File: config.mk
export PLATFORM = sky130hd
export DESIGN_NAME = systolic_input_feeder
export DESIGN_NICKNAME = d
export VERILOG_FILES = /design/src/rtl/tpu_pkg.sv /design/src/rtl/systolic_input_feeder_skew.sv /design/src/rtl/systolic_input_feeder.sv
export SDC_FILE = /design/constraint.sdc
export NUM_CORES = 1
export LEC_CHECK = 0
export ABC_AREA = 1
export CORE_MARGIN = 3
export CORE_UTILIZATION = 30
export CTS_BUF_LIST = sky130_fd_sc_hd__clkbuf_4 sky130_fd_sc_hd__clkbuf_8
export CTS_CLUSTER_DIAMETER = 50
export CTS_CLUSTER_SIZE = 16
export DETAILED_ROUTE_END_ITERATION = 7
export PLACE_DENSITY = 0.55
export SYNTH_ARGS = -nofsm -noshare
export SYNTH_HDL_FRONTEND = slang
export SYNTH_SLANG_ARGS = --single-unit
File: constraint.sdc
create_clock -name clk -period 1.76 [get_ports clk]
set_input_delay 0.264 -clock clk [delete_from_list [all_inputs] [get_ports clk]]
set_output_delay 0.264 -clock clk [all_outputs]
set_load 0.01 [all_outputs]
File: src/rtl/tpu_pkg.sv
// Shared types for the systolic array edge logic: feeder FSM states and the
// per-row token that travels down the west-edge skew lines.
package tpu_pkg;

  localparam int DEFAULT_DATA_WIDTH = 16;

  typedef enum logic [1:0] {
    IDLE   = 2'd0,
    ARM    = 2'd1,
    STREAM = 2'd2,
    DRAIN  = 2'd3
  } feeder_state_t;

  typedef struct packed {
    logic                                 sw;
    logic                                 vld;
    logic signed [DEFAULT_DATA_WIDTH-1:0] data;
  } feed_token_t;

endpackage

File: src/rtl/systolic_input_feeder_skew.sv
// Fixed-depth token shift register; one instance per PE row produces the
// diagonal skew (row r uses DEPTH = r+1).
module skew_delay_line
  import tpu_pkg::*;
#(
  parameter int  DEPTH = 1,
  parameter type T     = feed_token_t
) (
  input  logic clk,
  input  logic rst,
  input  T     din,
  output T     dout
);

  T stage_q [DEPTH];
  T stage_d [DEPTH];

  always_comb begin
    stage_d[0] = din;
    for (int i = 1; i < DEPTH; i++) begin
      stage_d[i] = stage_q[i-1];
    end
  end

  always_ff @(posedge clk or negedge rst) begin
    if (!rst) begin
      for (int i = 0; i < DEPTH; i++) begin
        stage_q[i] <= '0;
      end
    end else begin
      stage_q <= stage_d;
    end
  end

  assign dout = stage_q[DEPTH-1];

endmodule

File: src/rtl/systolic_input_feeder.sv
// West-edge feeder: accepts ROWS-wide activation vectors and drives each PE
// row with a diagonally skewed {switch, valid, data} stream.
module systolic_input_feeder
  import tpu_pkg::*;
#(
  parameter int ROWS        = 2,
  parameter int DATA_WIDTH  = DEFAULT_DATA_WIDTH,
  parameter int MAX_VECTORS = 64
) (
  input  logic                               clk,
  input  logic                               rst,
  input  logic                               start,
  input  logic [$clog2(MAX_VECTORS+1)-1:0]   num_vectors,
  input  logic                               s_valid,
  output logic                               s_ready,
  input  logic [ROWS*DATA_WIDTH-1:0]         s_data,
  output logic [ROWS*DATA_WIDTH-1:0]         row_input,
  output logic [ROWS-1:0]                    row_valid,
  output logic [ROWS-1:0]                    row_switch,
  output logic                               busy,
  output logic                               done
);

  localparam int CNT_W   = $clog2(MAX_VECTORS + 1);
  localparam int DRAIN_W = (ROWS > 1) ? $clog2(ROWS) : 1;

  typedef struct packed {
    logic                         sw;
    logic                         vld;
    logic signed [DATA_WIDTH-1:0] data;
  } row_token_t;

  feeder_state_t      state_q, state_d;
  logic [CNT_W-1:0]   num_q, num_d;
  logic [CNT_W-1:0]   vec_cnt_q, vec_cnt_d, vec_cnt_inc;
  logic [DRAIN_W-1:0] drain_cnt_q, drain_cnt_d;
  logic               done_q, done_d;
  logic               xfer, last_xfer, drain_last;
  logic               sw_p0, vld_p0;

  assign vec_cnt_inc = vec_cnt_q + CNT_W'(1);
  assign xfer        = s_valid && s_ready;
  assign last_xfer   = xfer && (vec_cnt_inc == num_q);
  // DRAIN must outlast the deepest skew line so row ROWS-1 empties before done.
  assign drain_last  = (drain_cnt_q == DRAIN_W'(ROWS - 1));

  always_ff @(posedge clk or negedge rst) begin
    if (!rst) begin
      state_q <= IDLE;
    end else begin
      state_q <= state_d;
    end
  end

  always_comb begin
    state_d = state_q;
    case (state_q)
      IDLE:    if (start) state_d = ARM;
      ARM:     state_d = (num_q == '0) ? DRAIN : STREAM;
      STREAM:  if (last_xfer) state_d = DRAIN;
      DRAIN:   if (drain_last) state_d = IDLE;
      default: state_d = IDLE;
    endcase
  end

  always_comb begin
    s_ready = 1'b0;
    busy    = 1'b0;
    sw_p0   = 1'b0;
    case (state_q)
      ARM: begin
        busy  = 1'b1;
        sw_p0 = 1'b1;
      end
      STREAM: begin
        busy    = 1'b1;
        s_ready = (vec_cnt_q < num_q);
      end
      DRAIN:   busy = 1'b1;
      default: ;
    endcase
  end

  assign vld_p0 = xfer;

  always_comb begin
    num_d       = num_q;
    vec_cnt_d   = vec_cnt_q;
    drain_cnt_d = drain_cnt_q;
    done_d      = 1'b0;
    if ((state_q == IDLE) && start) begin
      num_d     = num_vectors;
      vec_cnt_d = '0;
    end
    if (xfer) begin
      vec_cnt_d = vec_cnt_inc;
    end
    if (state_q == DRAIN) begin
      drain_cnt_d = drain_last ? '0 : drain_cnt_q + DRAIN_W'(1);
      done_d      = drain_last;
    end
  end

  always_ff @(posedge clk or negedge rst) begin
    if (!rst) begin
      num_q       <= '0;
      vec_cnt_q   <= '0;
      drain_cnt_q <= '0;
      done_q      <= 1'b0;
    end else begin
      num_q       <= num_d;
      vec_cnt_q   <= vec_cnt_d;
      drain_cnt_q <= drain_cnt_d;
      done_q      <= done_d;
    end
  end

  assign done = done_q;

  // Stage 0 -> row r: r+1 registers of skew
  for (genvar r = 0; r < ROWS; r++) begin : g_row
    row_token_t tok_p0;
    row_token_t tok_out;

    assign tok_p0.sw   = sw_p0;
    assign tok_p0.vld  = vld_p0;
    assign tok_p0.data = vld_p0 ? $signed(s_data[r*DATA_WIDTH +: DATA_WIDTH]) : '0;

    skew_delay_line #(
      .DEPTH (r + 1),
      .T     (row_token_t)
    ) u_skew (
      .clk  (clk),
      .rst  (rst),
      .din  (tok_p0),
      .dout (tok_out)
    );

    assign row_switch[r]                         = tok_out.sw;
    assign row_valid[r]                          = tok_out.vld;
    assign row_input[r*DATA_WIDTH +: DATA_WIDTH] = tok_out.vld ? tok_out.data : '0;
  end

endmodule

After elaboration in Yosys (flattened, before gate mapping). Cells that the tools add are included.

Latch bits: 0. Register bits: 70. ROM bits: 0. Memories: 0. Bits in writable memories: 0. Input port bits: 43. Word-level logic and storage cells: 46.

Divide/modulo/power cells: 0. Add/sub/neg operators: 2. Shift operators: 0. Magnitude comparators: 1. Multiplexer cells: 16. Reduce and logical (&&, ||, !) cells: 8. Bitwise logic cells: 0. $mul: 0. Eq/ne operators: 7.

Operators by type and width (count): $mux 16 (4); $mux 7 (2); $pmux 2 s4 (1); $add 7x1->7 const B (1); $eq 7x7->1 (1); $logic_not 7->1 (1); $lt 7x7->1 (1); $mux 1 (6); $mux 2 (3); $ne 2x2->1 const B (3); $eq 2x2->1 const B (2); $logic_and 1x1->1 (3); $reduce_and 3->1 (1); $reduce_or 3->1 (1); $eq 2x1->1 const B (1); $logic_not 2->1 (1); $reduce_bool 2->1 (1); $add 1x1->1 const B (1).

Depth between registers and ports, before layout. Gate-level depths: netlist of the first run.

Depth in word-level cells: 6. Gate-level depth with buffers: 13. Mapped depth without buffers: 12.

By module. From an unflattened synthesis of the first run, not the netlist that was laid out.

Cells, all modules: 350. Area total of the unflattened synthesis: 3108.0 µm².

Modules (own cells, without submodules): systolic_input_feeder (times used 1, area each 1756.7 µm², sequential area each 450.4 µm², cells an instance 296); skew_delay_line at g_row[1].u_skew (times used 1, area each 900.9 µm², sequential area each 900.9 µm², cells an instance 36); skew_delay_line at g_row[0].u_skew (times used 1, area each 450.4 µm², sequential area each 450.4 µm², cells an instance 18).

Worst setup path after synthesis of the first run. No wires, ideal clock.

Path kind: reg2reg. Start: reg num_q[4]. End: reg state_q[1]. Arrival time: 1.496 ns. Cell stages (with the launch flop): 13. Required time: 1.643 ns. Path buffers: 0. Period minus slack after synthesis: 1.613 ns. Path slack: 0.147 ns. Cell sequence: dfrtp_1 inv_1 ha_1 a21oi_1 nor2_1 nor2_1 nand3_1 nor2_1 nand3_2 nand2_2 nand2_2 nand2_1 nand2_1.

Longest elaborated chain between the ends: 6. Elaborated cells between the ends (all ways): 7.

Ends and longest elaborated chain: start, declared (line systolic_input_feeder.sv:34) `logic [CNT_W-1:0] num_q, num_d;`; start signal, assigned (line systolic_input_feeder.sv:111) `num_q <= num_d;`; $lt 7x7->1 (line systolic_input_feeder.sv:77) `s_ready = (vec_cnt_q < num_q);`; $mux 1 (line systolic_input_feeder.sv:70) `case (state_q)`; $logic_and 1x1->1 (line systolic_input_feeder.sv:42) `assign xfer = s_valid && s_ready;`; $logic_and 1x1->1 * (line systolic_input_feeder.sv:43) `assign last_xfer = xfer && (vec_cnt_inc == num_q);`; $ne 2x2->1 (no line) *; $reduce_and 3->1 (no line) *; end signal, assigned (line systolic_input_feeder.sv:51) `state_q <= state_d;`; end, declared (line systolic_input_feeder.sv:33) `feeder_state_t state_q, state_d;`.

Mark *: on every way between the ends. The rest lies on a longest branch, timed or not. A chain may end at the register's enable or synchronous reset.

Final worst setup path of the first run.
Start: reg vec_cnt_q[6]. End: out s_ready.

Longest elaborated chain between the ends: 2.

Ends and longest elaborated chain: start, declared (line systolic_input_feeder.sv:35) `logic [CNT_W-1:0] vec_cnt_q, vec_cnt_d, vec_cnt_inc;`; start signal, assigned (line systolic_input_feeder.sv:112) `vec_cnt_q <= vec_cnt_d;`; $lt 7x7->1 (line systolic_input_feeder.sv:77); $mux 1 (line systolic_input_feeder.sv:70); end, declared (line systolic_input_feeder.sv:15) `output logic s_ready,`.

No other way between the ends.

==> run metrics, run 1 <==
Unique masters post-synth 26; Post-Route WL 7010 um; Layout Cells excl Fill just over 600; largest net degree at the start of global routing 71; Worst setup SP type register; Worst VDD drop approximately 0.51 mV; Syn Nets just over 400; GP Congestion 0.778; max-slew violation count 0; Top FF cell, synth dfrtp_1; hold path start g_row[1].u_skew.stage_d[0]$_DFF_PN0_; Crit path max-delay family flip-flops; CP max stage delay ~0.43 ns; Fill cells a little under 1k; Static Leak approximately 2.7 nW; WL/cell between 10 and 15 um; Sw Pwr 1.85 mW; clk_lat worst skew 0.35 ns; Synth area leaders dfrtp_1 57%, inv_1 10%, nand2_1 8.1%, nor2_1 5.5%, ha_1 5.3%; Placed Area around 0.0043 mm^2; largest fanout on the critical path 2; CTS tree done; CP bufs+invs 2; Req. time, crit path ~1.5 ns; Antenna Nets Post-Route 0; MaxCap Viol Count 0; violated checks negative setup slack; Slew HR a little over 70%; Mapped Cells 352; drt pass-1 iters 4; DPL Wire Length 4780 um; Final Hold Viols 0; dpl cells 588; crit path cell chain ha_4, nand2_1, nand3b_1, nor2_2, nand2_1, inv_1, buf_2; CTS buffer count 9; Cell Rows 36; Critical Path AT about 1.6 ns; I/O pin total around 80; worst slew pin tran 0.406 ns; CP Class register to output port; Synth Warn # 0; Post-synth EDFFs 0; initial antenna violation count 0; Port Buf Inserts 81; dominant cell type by area after synthesis dfrtp_1; first-pass GRT wire length 11800 um; diodes inserted 0; Synth Area per Inst between 8 and 9 um^2; Overflow after GRT 0; Die Span X 107 um; sequential group share of total power 36.6%; Power Internal ~3.9 mW; layout cells sized above 1 between 20% and 30%; worst setup margin -0.0553 ns; Yosys top cell area share ~57%; CP max-delay cell dfrtp_1; switching portion of total power 32.2%; unrepaired setup endpoints after global routing true; Post-synth ARST share 100%; fmax roughly 0.55 GHz; synthesis-stage register bit count 70; Setup TNS -0.0553 ns; Critical Path End Type output port; combinational power share between 30% and 40%; # DRC 0; fin crit period 1.82 ns; Finished Cell Area roughly 0.0047 mm^2; CTS root buf clkbuf_8; height of the die 107 um; Starting DRT DRC Count 107; nets@finish 530; R2R setup slack ~0.02 ns; Power Dens Cells approximately 1200 mW/mm^2; clock buffer depth 2; Mapped Area 0.00309 mm^2; Core Region ~0.01 mm^2; clock-pin slew on the worst setup and hold paths around 0.08 ns; cell mode on critical path nand2_1; post-synthesis sequential area ratio between 50% and 60%; DR vias/cell just over 4; Clock Sinks 70; Clock Power Share a little over a quarter; Hold Path Class register to register; Critical Path Source vec_cnt_q[6]$_DFFE_PN0P_; vias approximately 2.5k; final setup fails 1; vias in the first global route between 2k and 2.5k; Worst R2R Start vec_cnt_q[0]$_DFFE_PN0P_; Initial Util slightly above 30%; status finished with violations; Total GRT Usage around an eighth; Die Area about 0.012 mm^2; fin crit share 103%; synth-to-layout area growth 51.5%; H-tree depth 3; final clock skew approximately 0.01 ns
-- layout make-up --
cell class | count | area (um^2) | share of cell area [%]
sequential | 70 | 1750 | 37.4
timing repair buffer | 125 | 1190 | 25.3
multi-input combinational | 182 | 1020 | 21.8
inverter | 86 | 323 | 6.90
tap | 133 | 166 | 3.56
clock buffer | 10 | 138 | 2.94
clock inverter | 6 | 93.8 | 2.01
-- power groups by stage --
| stage | Sequential (mW) | Clock [mW] | Combinational [mW] |
|---|---|---|---|
| 4_1_cts | 2.09 | 1.54 | 2.04 |
| 2_1_floorplan | 2.13 | 0 | 0.952 |
| 5_1_grt | 2.14 | 1.63 | 2.38 |
| 3_3_place_gp | 2.09 | 0 | 1.89 |
| 6_report | 2.10 | 1.50 | 2.13 |
| 3_5_place_dp | 2.11 | 0 | 1.91 |
-- worst reg2reg max path, cell delays in order (launching register included) --
cell and delay (ns):
dfrtp_1 0.40, buf_4 0.16, ha_4 0.23, inv_1 0.06, nor2_1 0.05, nor3_2 0.15
nand3_1 0.11, nor2_2 0.14, nand3_2 0.08, nand2_2 0.10, nand2_2 0.05, nand2_1 0.05
nand2_1 0.05
-- placed cells by master (no fill, tap or decap), types with 4 or more instances in the layout --
cell type        instances
clkbuf_8                10
inv_1                   80
o21ai_0                  5
buf_4                   36
nand2_2                  7
ha_4                     4
a21oi_1                  8
clkdlybuf4s15_1          6
dlygate4sd2_1           29
nand3_2                  4
inv_2                    6
ha_1                     8
nor2_1                  42
dfrtp_1                 70
nand3_1                 16
nor2_2                   5
clkdlybuf4s50_1         44
nand2_1                 64
-- worst paths after layout --
| path | to | depth (start not counted) |
|---|---|---|
| worst max register to register | state_q[1]$_DFFE_PN0P_ | 12 |
| max in group asynchronous | g_row[1].u_skew.stage_d[0]$_DFF_PN0_ | 3 |
| worst min-delay path | g_row[1].u_skew.dout[0]$_DFF_PN0_ | 0 |
| worst min register to register | g_row[1].u_skew.dout[0]$_DFF_PN0_ | 0 |
| min in group asynchronous | g_row[1].u_skew.stage_d[10]$_DFF_PN0_ | 3 |
| worst max-delay path | s_ready | 7 |
-- kinds of logic (layout without fill, tap and decap cells) --
group,after synthesis,after routing,share of synthesized area [%]
adders and majority gates,13,13,5.27
DFF,70,70,56.7
xor gates and xnor gates,1,1,0.284
muxes,1,1,0.365
buffers and inverters,100,227,12.9
and+or+nand+nor,149,149,21.4
AOI/OAI and AO/OA,18,18,3.00
-- sequential cells by signal (all words and copies together), names as in the netlist --
signal / count
g_row.u_skew.dout: 34
g_row.u_skew.stage_d: 18
num_q: 7
vec_cnt_q: 7
state_q: 2
done: 1
drain_cnt_q: 1
-- metrics by stage --
step                power, mW  hold WS [ns]  worst slack (ns)  utilization (%)
CTS                      5.67         0.348            -0.104             46.2
finish                   5.73         0.344           -0.0553             47.2
detailed placement       4.01         0.328            -0.156             43.1
floorplan                3.08       -0.0316             0.147                -
global route             6.15         0.348            -0.141             47.2
global placement         3.98         0.323            -0.125             43.1
-- synthesized netlist by cell type (all sizes together) (2+ instances only) --
cell / instances
o21ai: 7
nand4: 2
ha: 13
dfrtp: 70
a21oi: 9
nor2: 49
nand2: 72
clkbuf: 5
inv: 86
o22ai: 2
nand3: 20
buf: 9
nor3: 2
nand3b: 2
-- routing by layer --
metal | share of wire (%) | vias to the layer above | track usage [%]
li1 | - | 1274 | -
met1 | 46 | 1137 | 16.9
met2 | 45 | 69 | 20.4
met3 | 7.5 | 8 | 5.28
met4 | 1.4 | 0 | 3.79
met5 | 0 | - | 0
-- repair_timing --
| item | CTS | global route |
|---|---|---|
| hold buffers | 1 | 0 |
| pin swaps | 2 | 13 |
| setup buffers | 2 | 4 |
| cloned | 2 | 0 |
| gates resized for setup | 48 | 27 |
| endpoints found under the hold margin | 70 | 0 |
| setup endpoints to repair | 41 | 36 |
Note: power is estimated with default switching activity, not from simulation.
==> run 2, diff against run 1 <==
--- a/config.mk
+++ b/config.mk
@@ -6,13 +6,14 @@
 export NUM_CORES = 1
 export LEC_CHECK = 0
 export ABC_AREA = 1
+export CORE_ASPECT_RATIO = 1.4
 export CORE_MARGIN = 3
-export CORE_UTILIZATION = 30
+export CORE_UTILIZATION = 50
 export CTS_BUF_LIST = sky130_fd_sc_hd__clkbuf_4 sky130_fd_sc_hd__clkbuf_8
 export CTS_CLUSTER_DIAMETER = 50
 export CTS_CLUSTER_SIZE = 16
 export DETAILED_ROUTE_END_ITERATION = 7
-export PLACE_DENSITY = 0.55
+export PLACE_DENSITY = 0.83
 export SYNTH_ARGS = -nofsm -noshare
 export SYNTH_HDL_FRONTEND = slang
 export SYNTH_SLANG_ARGS = --single-unit
==> run metrics, run 2 (synthesized netlist as in run 1, its figures left out) <==
fmax 0.553 GHz (+0.47%); largest net degree at the start of global routing 28 (-61%); DPL Wire Length 4870 um (+2.0%); commonest non-fill, non-tap cell in the layout inv_1; largest fanout on the critical path 2 (unchanged); Port Buf Inserts 81 (unchanged); GP Congestion 0.811 (+4.1%); r2r worst-path depth 10 (-2); max-slew violation count 0 (unchanged); R2R setup slack -0.02 ns (-0.04 ns); Req. time, crit path 1.50 ns (about the same); Hold Path Class register to register; Clock Sinks 70 (unchanged); vias in the first global route 2661 (+7.7%); Final Hold Viols 0 (unchanged); Initial Util 52.3% (+21 points); clock buffer depth 2 (unchanged); I/O pin total 82 (unchanged); Worst VDD drop 0.891 mV (+75%); vias 2598 (+4.4%); area of the multi-input gates 0.00103 mm^2 (+0.86%); H-tree depth 3 (unchanged); Fill cells 376 (-61%); Cell Rows 33 (-8.3%); reg-to-reg endpoint g_row[0].u_skew.dout[13]$_DFF_PN0_; CP max-delay cell dfrtp_1; unrepaired setup endpoints after global routing true; Placed Area 0.00423 mm^2 (-0.91%); Power Dens Cells 1230 mW/mm^2 (+0.61%); Die Area 0.00717 mm^2 (-38%); Setup TNS -0.139 ns (-0.0832 ns); Post-Route WL 7100 um (+1.2%); crit path cell chain inv_2, ha_4, nand2_2, nand3b_1, nor2_2, nand2_1, inv_1, buf_2; commonest non-fill, non-tap cells in the layout 78 x inv_1, 70 x dfrtp_1, 65 x nand2_1; Starting DRT DRC Count 103 (-3.7%); Worst R2R Start num_q[6]$_DFFE_PN0P_; violated checks negative setup slack; final clock skew 0.00697 ns (-0.00305 ns); Critical Path Source num_q[6]$_DFFE_PN0P_; CP max stage delay 0.40 ns (-0.03 ns); Slew HR 61.3% (-11 points); Overflow after GRT 0 (unchanged); Worst setup SP type register; Core Region 0.00590 mm^2 (-40%); CTS root buf clkbuf_8; Reg area 0.00175 mm^2 (unchanged); CTS buffer count 9 (unchanged); drt pass-1 iters 4 (unchanged); nets@finish 532 (+0.38%); worst slew pin tran 0.581 ns (+0.174 ns); first-pass GRT wire length 11700 um (-1.0%); Critical Path End Type output port; CP endpoint s_ready; DR vias/cell 4.72 (+16%); max reg flops 34 (unchanged); worst setup margin -0.0468 ns (+0.00856 ns); MaxCap Viol Count 0 (unchanged); synth-to-layout area growth 48.4%; # DRC 0 (unchanged); WL/cell 12.9 um (+12%); Finished Cell Area 0.00458 mm^2 (-2.1%); diodes inserted 0 (unchanged); CP Class register to output port; Die Span X 72.4 um (-33%); height of the die 99.0 um (-7.9%); Critical Path AT 1.54 ns (about the same); initial antenna violation count 0 (unchanged); fin crit period 1.81 ns (-0.00856 ns); Static Leak 2.76 nW (+0.85%); status finished with violations; layout cells sized above 1 20.8% (+0.75 points); Total GRT Usage 21.3% (+8.2 points); clock-pin slew on the worst setup and hold paths 0.08 ns (about the same); clk_lat worst skew 0.35 ns (about the same); final setup fails 12 (+11); CTS tree done; fin crit share 103% (-0.49 points); Antenna Nets Post-Route 0 (unchanged)
run 2: repair_timing:
item                       CTS  global route
cloned                       2             0
setup endpoints to repair   61            36
hold endpoints to repair    22             0
buffers inserted             3             2
hold buffers                 1             0
resized for setup           46            23
pin swaps                    5             6
run 2: layout make-up:
class                   instances  share of cell area [%]
well taps                      70                    1.91
inverters                      86                    7.05
clock buffers                   9                    2.70
repair buffers                127                    25.5
clock inverters                 7                    2.13
multi-input cells             182                    22.5
flip-flops and latches         70                    38.2
run 2: worst min-delay path by stage:
stage | startpoint | to | slack (ns) | cells past startpoint
6_report | g_row[1].u_skew.stage_d[14]$_DFF_PN0_ | g_row[1].u_skew.dout[14]$_DFF_PN0_ | 0.35 | 0
5_1_grt | g_row[1].u_skew.stage_d[12]$_DFF_PN0_ | g_row[1].u_skew.dout[12]$_DFF_PN0_ | 0.36 | 0
4_1_cts | g_row[1].u_skew.stage_d[14]$_DFF_PN0_ | g_row[1].u_skew.dout[14]$_DFF_PN0_ | 0.35 | 0
3_5_place_dp | rst | g_row[1].u_skew.stage_d[12]$_DFF_PN0_ | 0.29 | 1
3_3_place_gp | rst | g_row[1].u_skew.dout[9]$_DFF_PN0_ | 0.29 | 1
2_1_floorplan | rst | done$_DFF_PN0_ | -0.03 | 0
run 2: worst max-delay path, delay by kind of cell (launching register included):
| kind | cells | cell delay (ns) |
|---|---|---|
| flops | 1 | 0.40 |
| simple gates | 4 | 0.34 |
| buf+inv | 3 | 0.24 |
| fa+ha+maj | 1 | 0.20 |
run 2: metal layers:
layer  share of wire (%)  vias to the layer above  global-route usage [%]  wire length (um)
li1                    -                     1272                       -                 -
met1                  36                     1229                    22.4              2580
met2                  55                       75                    38.2              3890
met3                 4.8                       22                    5.10               338
met4                 4.0                        0                    11.4               282
met5                   0                        -                       0                 0
run 2: power by group:
part	leakage (nW)	internal, mW	total [mW]	switching (mW)
Sequential	0.936	1.95	2.11	0.169
Combinational	1.71	1.05	2.11	1.06
Clock	0.106	0.801	1.42	0.621
run 2: stage by stage:
step | worst slack (ns) | total power [mW] | util (%) | cells | hold slack [ns]
floorplan | 0.147 | 3.08 | - | 352 | -0.0316
global placement | -0.0998 | 3.93 | 71.6 | 527 | 0.286
detailed placement | -0.148 | 4.01 | 71.6 | 527 | 0.291
CTS | -0.125 | 5.52 | 75.8 | 549 | 0.348
global route | -0.132 | 6.00 | 77.6 | 551 | 0.357
finish | -0.0468 | 5.65 | 77.6 | 551 | 0.349
